## src/rtl/fp_addsub_pipe.sv

```systemverilog
// Three-stage IEEE-754-style adder/subtractor: S1 unpack/compare/align, S2 add/normalise, S3 round/pack.
// Handshake: a beat moves on an edge with valid && ready; every stage advances together when adv = !out_valid || out_ready.
module fp_addsub_pipe #(
  parameter int EXP_W = 8,
  parameter int MAN_W = 23
) (
  input  logic                   clk,
  input  logic                   rst,
  input  logic                   in_valid,
  output logic                   in_ready,
  input  logic [EXP_W+MAN_W:0]   a,
  input  logic [EXP_W+MAN_W:0]   b,
  input  logic                   sub,
  output logic                   out_valid,
  input  logic                   out_ready,
  output logic [EXP_W+MAN_W:0]   result,
  output logic [3:0]             flags
);
  localparam int W   = 1 + EXP_W + MAN_W;
  localparam int FW  = MAN_W + 4;  // hidden, fraction, guard, round, sticky
  localparam int XW  = EXP_W + 2;
  localparam int LZW = $clog2(FW + 1);
  localparam logic [EXP_W-1:0] EXP_ONES = {EXP_W{1'b1}};
  localparam logic [W-1:0] QNAN = {1'b0, {EXP_W{1'b1}}, 1'b1, {(MAN_W-1){1'b0}}};

  typedef struct packed {
    logic          valid;
    logic          sign;
    logic          eff_sub;
    logic [XW-1:0] exp;
    logic [FW-1:0] man_l;
    logic [FW-1:0] man_s;
    logic          spec;
    logic [W-1:0]  spec_res;
    logic [3:0]    spec_flg;
  } s1_t;

  typedef struct packed {
    logic          valid;
    logic          sign;
    logic [XW-1:0] exp;
    logic [FW-1:0] man;
    logic          spec;
    logic [W-1:0]  spec_res;
    logic [3:0]    spec_flg;
  } s2_t;

  s1_t s1_d, s1_q;
  s2_t s2_d, s2_q;
  logic         out_valid_d, out_valid_q;
  logic [W-1:0] result_d, result_q;
  logic [3:0]   flags_d, flags_q;
  logic         adv;

  assign adv       = !out_valid_q || out_ready;
  assign in_ready  = adv;
  assign out_valid = out_valid_q;
  assign result    = result_q;
  assign flags     = flags_q;

  function automatic logic [LZW-1:0] lzc(input logic [FW-1:0] v);
    lzc = LZW'(FW);
    for (int i = 0; i < FW; i++) begin
      if (v[i]) lzc = LZW'(FW - 1 - i);
    end
  endfunction

  // Operand classification; b's sign is folded with sub to give its effective sign.
  logic           sa, sb, a_ge;
  logic           a_inf, b_inf, a_nan, b_nan, a_snan, b_snan;
  logic [XW-1:0]  xa, xb, dsh;
  logic [MAN_W:0] ma, mb;
  logic [FW-1:0]  ext_s, sh_s, lost_mask;

  assign sa     = a[W-1];
  assign sb     = b[W-1] ^ sub;
  assign a_ge   = a[W-2:0] >= b[W-2:0];
  assign a_inf  = (a[W-2:MAN_W] == EXP_ONES) && (a[MAN_W-1:0] == '0);
  assign b_inf  = (b[W-2:MAN_W] == EXP_ONES) && (b[MAN_W-1:0] == '0);
  assign a_nan  = (a[W-2:MAN_W] == EXP_ONES) && (a[MAN_W-1:0] != '0);
  assign b_nan  = (b[W-2:MAN_W] == EXP_ONES) && (b[MAN_W-1:0] != '0);
  assign a_snan = a_nan && !a[MAN_W-1];
  assign b_snan = b_nan && !b[MAN_W-1];
  assign xa     = (a[W-2:MAN_W] == '0) ? XW'(1) : {2'b00, a[W-2:MAN_W]};
  assign xb     = (b[W-2:MAN_W] == '0) ? XW'(1) : {2'b00, b[W-2:MAN_W]};
  assign ma     = {(a[W-2:MAN_W] != '0), a[MAN_W-1:0]};
  assign mb     = {(b[W-2:MAN_W] != '0), b[MAN_W-1:0]};

  always_comb begin
    s1_d         = '0;
    s1_d.valid   = in_valid;
    s1_d.sign    = a_ge ? sa : sb;
    s1_d.eff_sub = sa ^ sb;
    s1_d.exp     = a_ge ? xa : xb;
    s1_d.man_l   = {(a_ge ? ma : mb), 3'b000};
    ext_s        = {(a_ge ? mb : ma), 3'b000};
    dsh          = a_ge ? (xa - xb) : (xb - xa);
    sh_s         = ext_s >> dsh;
    lost_mask    = ~({FW{1'b1}} << dsh);
    s1_d.man_s   = {sh_s[FW-1:1], sh_s[0] | (|(ext_s & lost_mask))};
    if (a_nan || b_nan || (a_inf && b_inf && (sa != sb))) begin
      s1_d.spec     = 1'b1;
      s1_d.spec_res = QNAN;
      s1_d.spec_flg = {a_snan || b_snan || (a_inf && b_inf), 3'b000};
    end else if (a_inf) begin
      s1_d.spec     = 1'b1;
      s1_d.spec_res = {sa, EXP_ONES, {MAN_W{1'b0}}};
    end else if (b_inf) begin
      s1_d.spec     = 1'b1;
      s1_d.spec_res = {sb, EXP_ONES, {MAN_W{1'b0}}};
    end
  end

  logic [FW:0]   sum;
  logic [XW-1:0] lz, lim, nsh;

  always_comb begin
    s2_d          = '0;
    s2_d.valid    = s1_q.valid;
    s2_d.spec     = s1_q.spec;
    s2_d.spec_res = s1_q.spec_res;
    s2_d.spec_flg = s1_q.spec_flg;
    sum = s1_q.eff_sub ? ({1'b0, s1_q.man_l} - {1'b0, s1_q.man_s})
                       : ({1'b0, s1_q.man_l} + {1'b0, s1_q.man_s});
    lz  = XW'(lzc(sum[FW-1:0]));
    lim = s1_q.exp - XW'(1);
    nsh = (lz < lim) ? lz : lim;
    if (sum[FW]) begin
      s2_d.man = {sum[FW:2], sum[1] | sum[0]};
      s2_d.exp = s1_q.exp + XW'(1);
    end else begin
      // Left shift stops at exponent 1; a clear hidden bit then means subnormal.
      s2_d.man = sum[FW-1:0] << nsh;
      s2_d.exp = s1_q.exp - nsh;
    end
    s2_d.sign = ((sum == '0) && s1_q.eff_sub) ? 1'b0 : s1_q.sign;
  end

  logic             inexact, round_up;
  logic [MAN_W+1:0] manr;
  logic [XW-1:0]    exp3;

  always_comb begin
    inexact     = |s2_q.man[2:0];
    round_up    = s2_q.man[2] && (s2_q.man[1] || s2_q.man[0] || s2_q.man[3]);
    manr        = {1'b0, s2_q.man[FW-1:3]} + (MAN_W+2)'(round_up);
    exp3        = s2_q.exp;
    if (manr[MAN_W+1]) begin
      manr = manr >> 1;
      exp3 = exp3 + XW'(1);
    end
    out_valid_d = s2_q.valid;
    if (s2_q.spec) begin
      result_d = s2_q.spec_res;
      flags_d  = s2_q.spec_flg;
    end else if (exp3 >= {2'b00, EXP_ONES}) begin
      result_d = {s2_q.sign, EXP_ONES, {MAN_W{1'b0}}};
      flags_d  = 4'b0101;
    end else begin
      result_d = {s2_q.sign, (manr[MAN_W] ? exp3[EXP_W-1:0] : {EXP_W{1'b0}}), manr[MAN_W-1:0]};
      flags_d  = {2'b00, !manr[MAN_W] && inexact, inexact};
    end
  end

  always_ff @(posedge clk or posedge rst) begin
    if (rst) begin
      s1_q        <= '0;
      s2_q        <= '0;
      out_valid_q <= 1'b0;
      result_q    <= '0;
      flags_q     <= '0;
    end else if (adv) begin
      s1_q        <= s1_d;
      s2_q        <= s2_d;
      out_valid_q <= out_valid_d;
      result_q    <= result_d;
      flags_q     <= flags_d;
    end
  end
endmodule

```

## config.mk

```make
export PLATFORM = sky130hd
export DESIGN_NAME = fp_addsub_pipe
export DESIGN_NICKNAME = d
export VERILOG_FILES = /design/src/rtl/fp_addsub_pipe.sv
export SDC_FILE = /design/constraint.sdc
export NUM_CORES = 1
export LEC_CHECK = 0
export ABC_CLOCK_PERIOD_IN_PS = 8600
export CAP_MARGIN = 15
export CELL_PAD_IN_SITES_DETAIL_PLACEMENT = 0
export CELL_PAD_IN_SITES_GLOBAL_PLACEMENT = 2
export CORE_UTILIZATION = 36
export DETAILED_ROUTE_END_ITERATION = 10
export PLACE_DENSITY_LB_ADDON = 0.1
export SYNTH_ARGS = -nofsm -noshare
export SYNTH_HDL_FRONTEND = slang
export SYNTH_SLANG_ARGS = --single-unit
```

## constraint.sdc

```tcl
create_clock -name clk -period 8.6 [get_ports clk]
set_input_delay 0.86 -clock clk [delete_from_list [all_inputs] [get_ports clk]]
set_output_delay 0.86 -clock clk [all_outputs]
set_load 0.05 [all_outputs]
```

==> results <==
==> final cells by class <==
| class | count | area share (%) |
|---|---|---|
| inverters | 127 | 2.746 |
| clock buffers | 18 | 2.497 |
| flip-flops and latches | 146 | 20.77 |
| well taps | 539 | 3.834 |
| repair buffers | 140 | 7.554 |
| multi-input cells | 1606 | 61.79 |
| clock inverters | 14 | 0.8109 |
==> sequential cells by signal, summed over array words and instances, names as in the netlist <==
signal and cells:
flags 4, out_valid 1, s1_q 66, result 32, s2_q 42, out_valid_d 1
==> path summary, 6_finish.rpt <==
kind | from | endpoint | slack [ps] | cells after the start
setup / recovery | s1_q[46] | s2_q[71] | 1090 | 30
hold / removal | out_valid_d | out_valid_d | 460 | 2
setup reg to reg | s1_q[46] | s2_q[71] | 1090 | 30
hold reg to reg | out_valid_d | out_valid_d | 460 | 2
max in group asynchronous | rst | s2_q[49] | 6360 | 3
min in group asynchronous | rst | s1_q[82] | 890 | 2
==> worst reg2reg max path: cells and delay by family, from the launching register on <==
family	cells	cell delay, ps
AO/OA/AOI/OAI	16	3150
multiplexers	1	380
buffers and inverters	2	390
AND/OR/NAND/NOR	6	1620
adder cells (fa/ha/maj)	3	1130
XOR/XNOR	2	380
flip-flops	1	380
==> power by group <==
part           switching (uW)  internal, uW  total [uW]
clock network             356           416         772
registers                 250           927        1180
logic                    2320          1330        3650
total                    2930          2670        5600
==> cells by family (layout without fill, tap and decap cells) <==
kind of cell / after synthesis / after routing / share of synthesized area (%)
fa+ha+maj: 114 / 114 / 9.435
simple gates: 680 / 680 / 20.19
buf+inv: 254 / 299 / 6.452
xor+xnor: 73 / 73 / 4.142
flops: 146 / 146 / 23.67
compound gates: 586 / 586 / 24.35
mux: 153 / 153 / 11.76
==> layout by cell type, fill, tap and decap left out, types with 25 or more instances in the layout <==
cell type,count
a21oi_1,165
buf_4,33
clkdlybuf4s50_1,106
dfrtp_1,146
ha_1,110
inv_1,121
mux2i_1,106
nand2_1,232
nand3_1,50
nand4_1,29
nor2_1,189
nor3_1,53
o21a_1,25
o21ai_0,140
xnor2_1,43
xor2_1,26
==> routing by layer <==
metal	share of wire [%]	vias to the layer above	wire, um	global-route usage, %
met5	0.048	-	27	0
met4	2.1	4	1176	7.429
met3	5.8	63	3278	4.388
met2	44	449	25130	40.78
met1	48	7299	26960	36.77
li1	-	7309	-	-
==> per-stage QoR <==
stage	area [um2]	setup WS, ps	utilization [%]	total power (uW)	hold WS [ps]
6_report	17590	1093	41.75	5600	461.5
5_1_grt	17590	427.9	41.75	6003	492.6
4_1_cts	17590	1118	41.75	5598	463.9
3_5_place_dp	17010	1156	40.37	4811	447.8
3_3_place_gp	17010	1230	40.37	4817	440.4
2_1_floorplan	15440	2092	-	3649	430.0
==> results.yml <==
setup_path:
  max_stage_delay_ps: 550
  cpMostUsedCell: "ha_1"
  path_buf_inv: 2
  required_ps: 8980
  crit_arrival_ps: 7880
  slowest_stage: "nor4bb_1"
  endpoint_kind: "register"
  cp_top_family: "compound AO/OA/AOI/OAI gates"
  worst_setup_path_start_kind: "register"
  cp_max_fo: 29
  crit_type: "reg -> reg"
cts:
  clk_latency_ps: 470
  cts_root_buf: "clkbuf_16"
  htree_levels: 4
  cts_inserted_buffers: 17
  cts_setup_buffers: 0
  cts_tree: "done"
  clkTransAtPathRegs_ps: 70
  ctsHoldBuffers: 0
  clkSinkCount: 146
  cts_buffer_depth: 2
  cts_resized: 0
floorplan:
  fp.dieH_um: 209.1
  ios: 107
  rows: 75
  die_area_um2: 43710
  die-width_um: 209.1
  coreArea_um2: 42130
  initial_core_util_pct: 36.64
logic_synthesis:
  yosysWarnings: 0
  synth_cell_type_count: 84
  ys.flop_type: "dfrtp_1"
  synth_edf_count: 0
  synthArstFlopShare_pct: 100.0
  netlist_area_um2: 15440
  synth_seq_cells: 146
  synth_top_area_share_pct: 23.67
  syn_nets: 2189
  syn_inst: 2006
  ys_seq_area_share_pct: 23.67
  yosysMostFrequentCell: "nand2_1"
  synthTopCellsByArea: "dfrtp_1 (24%), ha_1 (8.9%), mux2i_1 (7.0%)"
  avgSynthCellArea_um2: 7.695
  yosysTopAreaCell: "dfrtp_1"
  synth_top_cells_by_count: "nand2_1 (233), nor2_1 (190), a21oi_1 (165)"
route:
  ant_nets: 0
  dr.pass1.iters: 7
  wire_per_inst_um: 21.84
  vias: 15124
  drc: 0
  drt-total-wl_um: 56580
  via_per_inst: 5.839
  drt_iter0_drc: 1185
sta:
  fin_crit_sh_pct: 87.29
  slew_viol_final: 0
  fin_tns_setup_ps: 0
  rsz0062_at_grt: "no"
  worst_slew_pin_slew_ps: 1114
  max_freq_ghz: 0.1332
  setup_violations: 0
  min_period_ps: 7507
  fin_skew_ps: 23.62
  hold_viol: 0
  relSlewSlack_pct: 24.96
pwr:
  power.leakage_uw: 0.007594
  vdd.ir_drop.worst_uv: 166.3
  power_density_nw_per_um2: 318.4
finish:
  syn_to_final_growth_pct: 13.95
  regArea_um2: 3654
  drive_above_1_share_pct: 6.972
  n_antenna_cell: 0
  multi_input_area_um2: 10870
  final_cells: 2590
  nets: 2221
  fillers: 4384
global_routing:
  grt_usage_pct: 26.09
  antenna_found_initial: 4
  grt_pass1_vias: 14638
  grt_first_pass_wirelength_um: 88020
  grt-ovfl-total: 0
  grt_max_degree: 157
placed_design:
  place.gp.congestion: 0.9130
  placed_cells: 2558
  io_buffers: 106
  dp_hpwl_um: 44240
job:
  max_cap_viol_count: 0
status:
  status: "finished clean"
worst_hold_path:
  min_path_type: "reg -> reg"
Power figures use the tool's default switching activity.
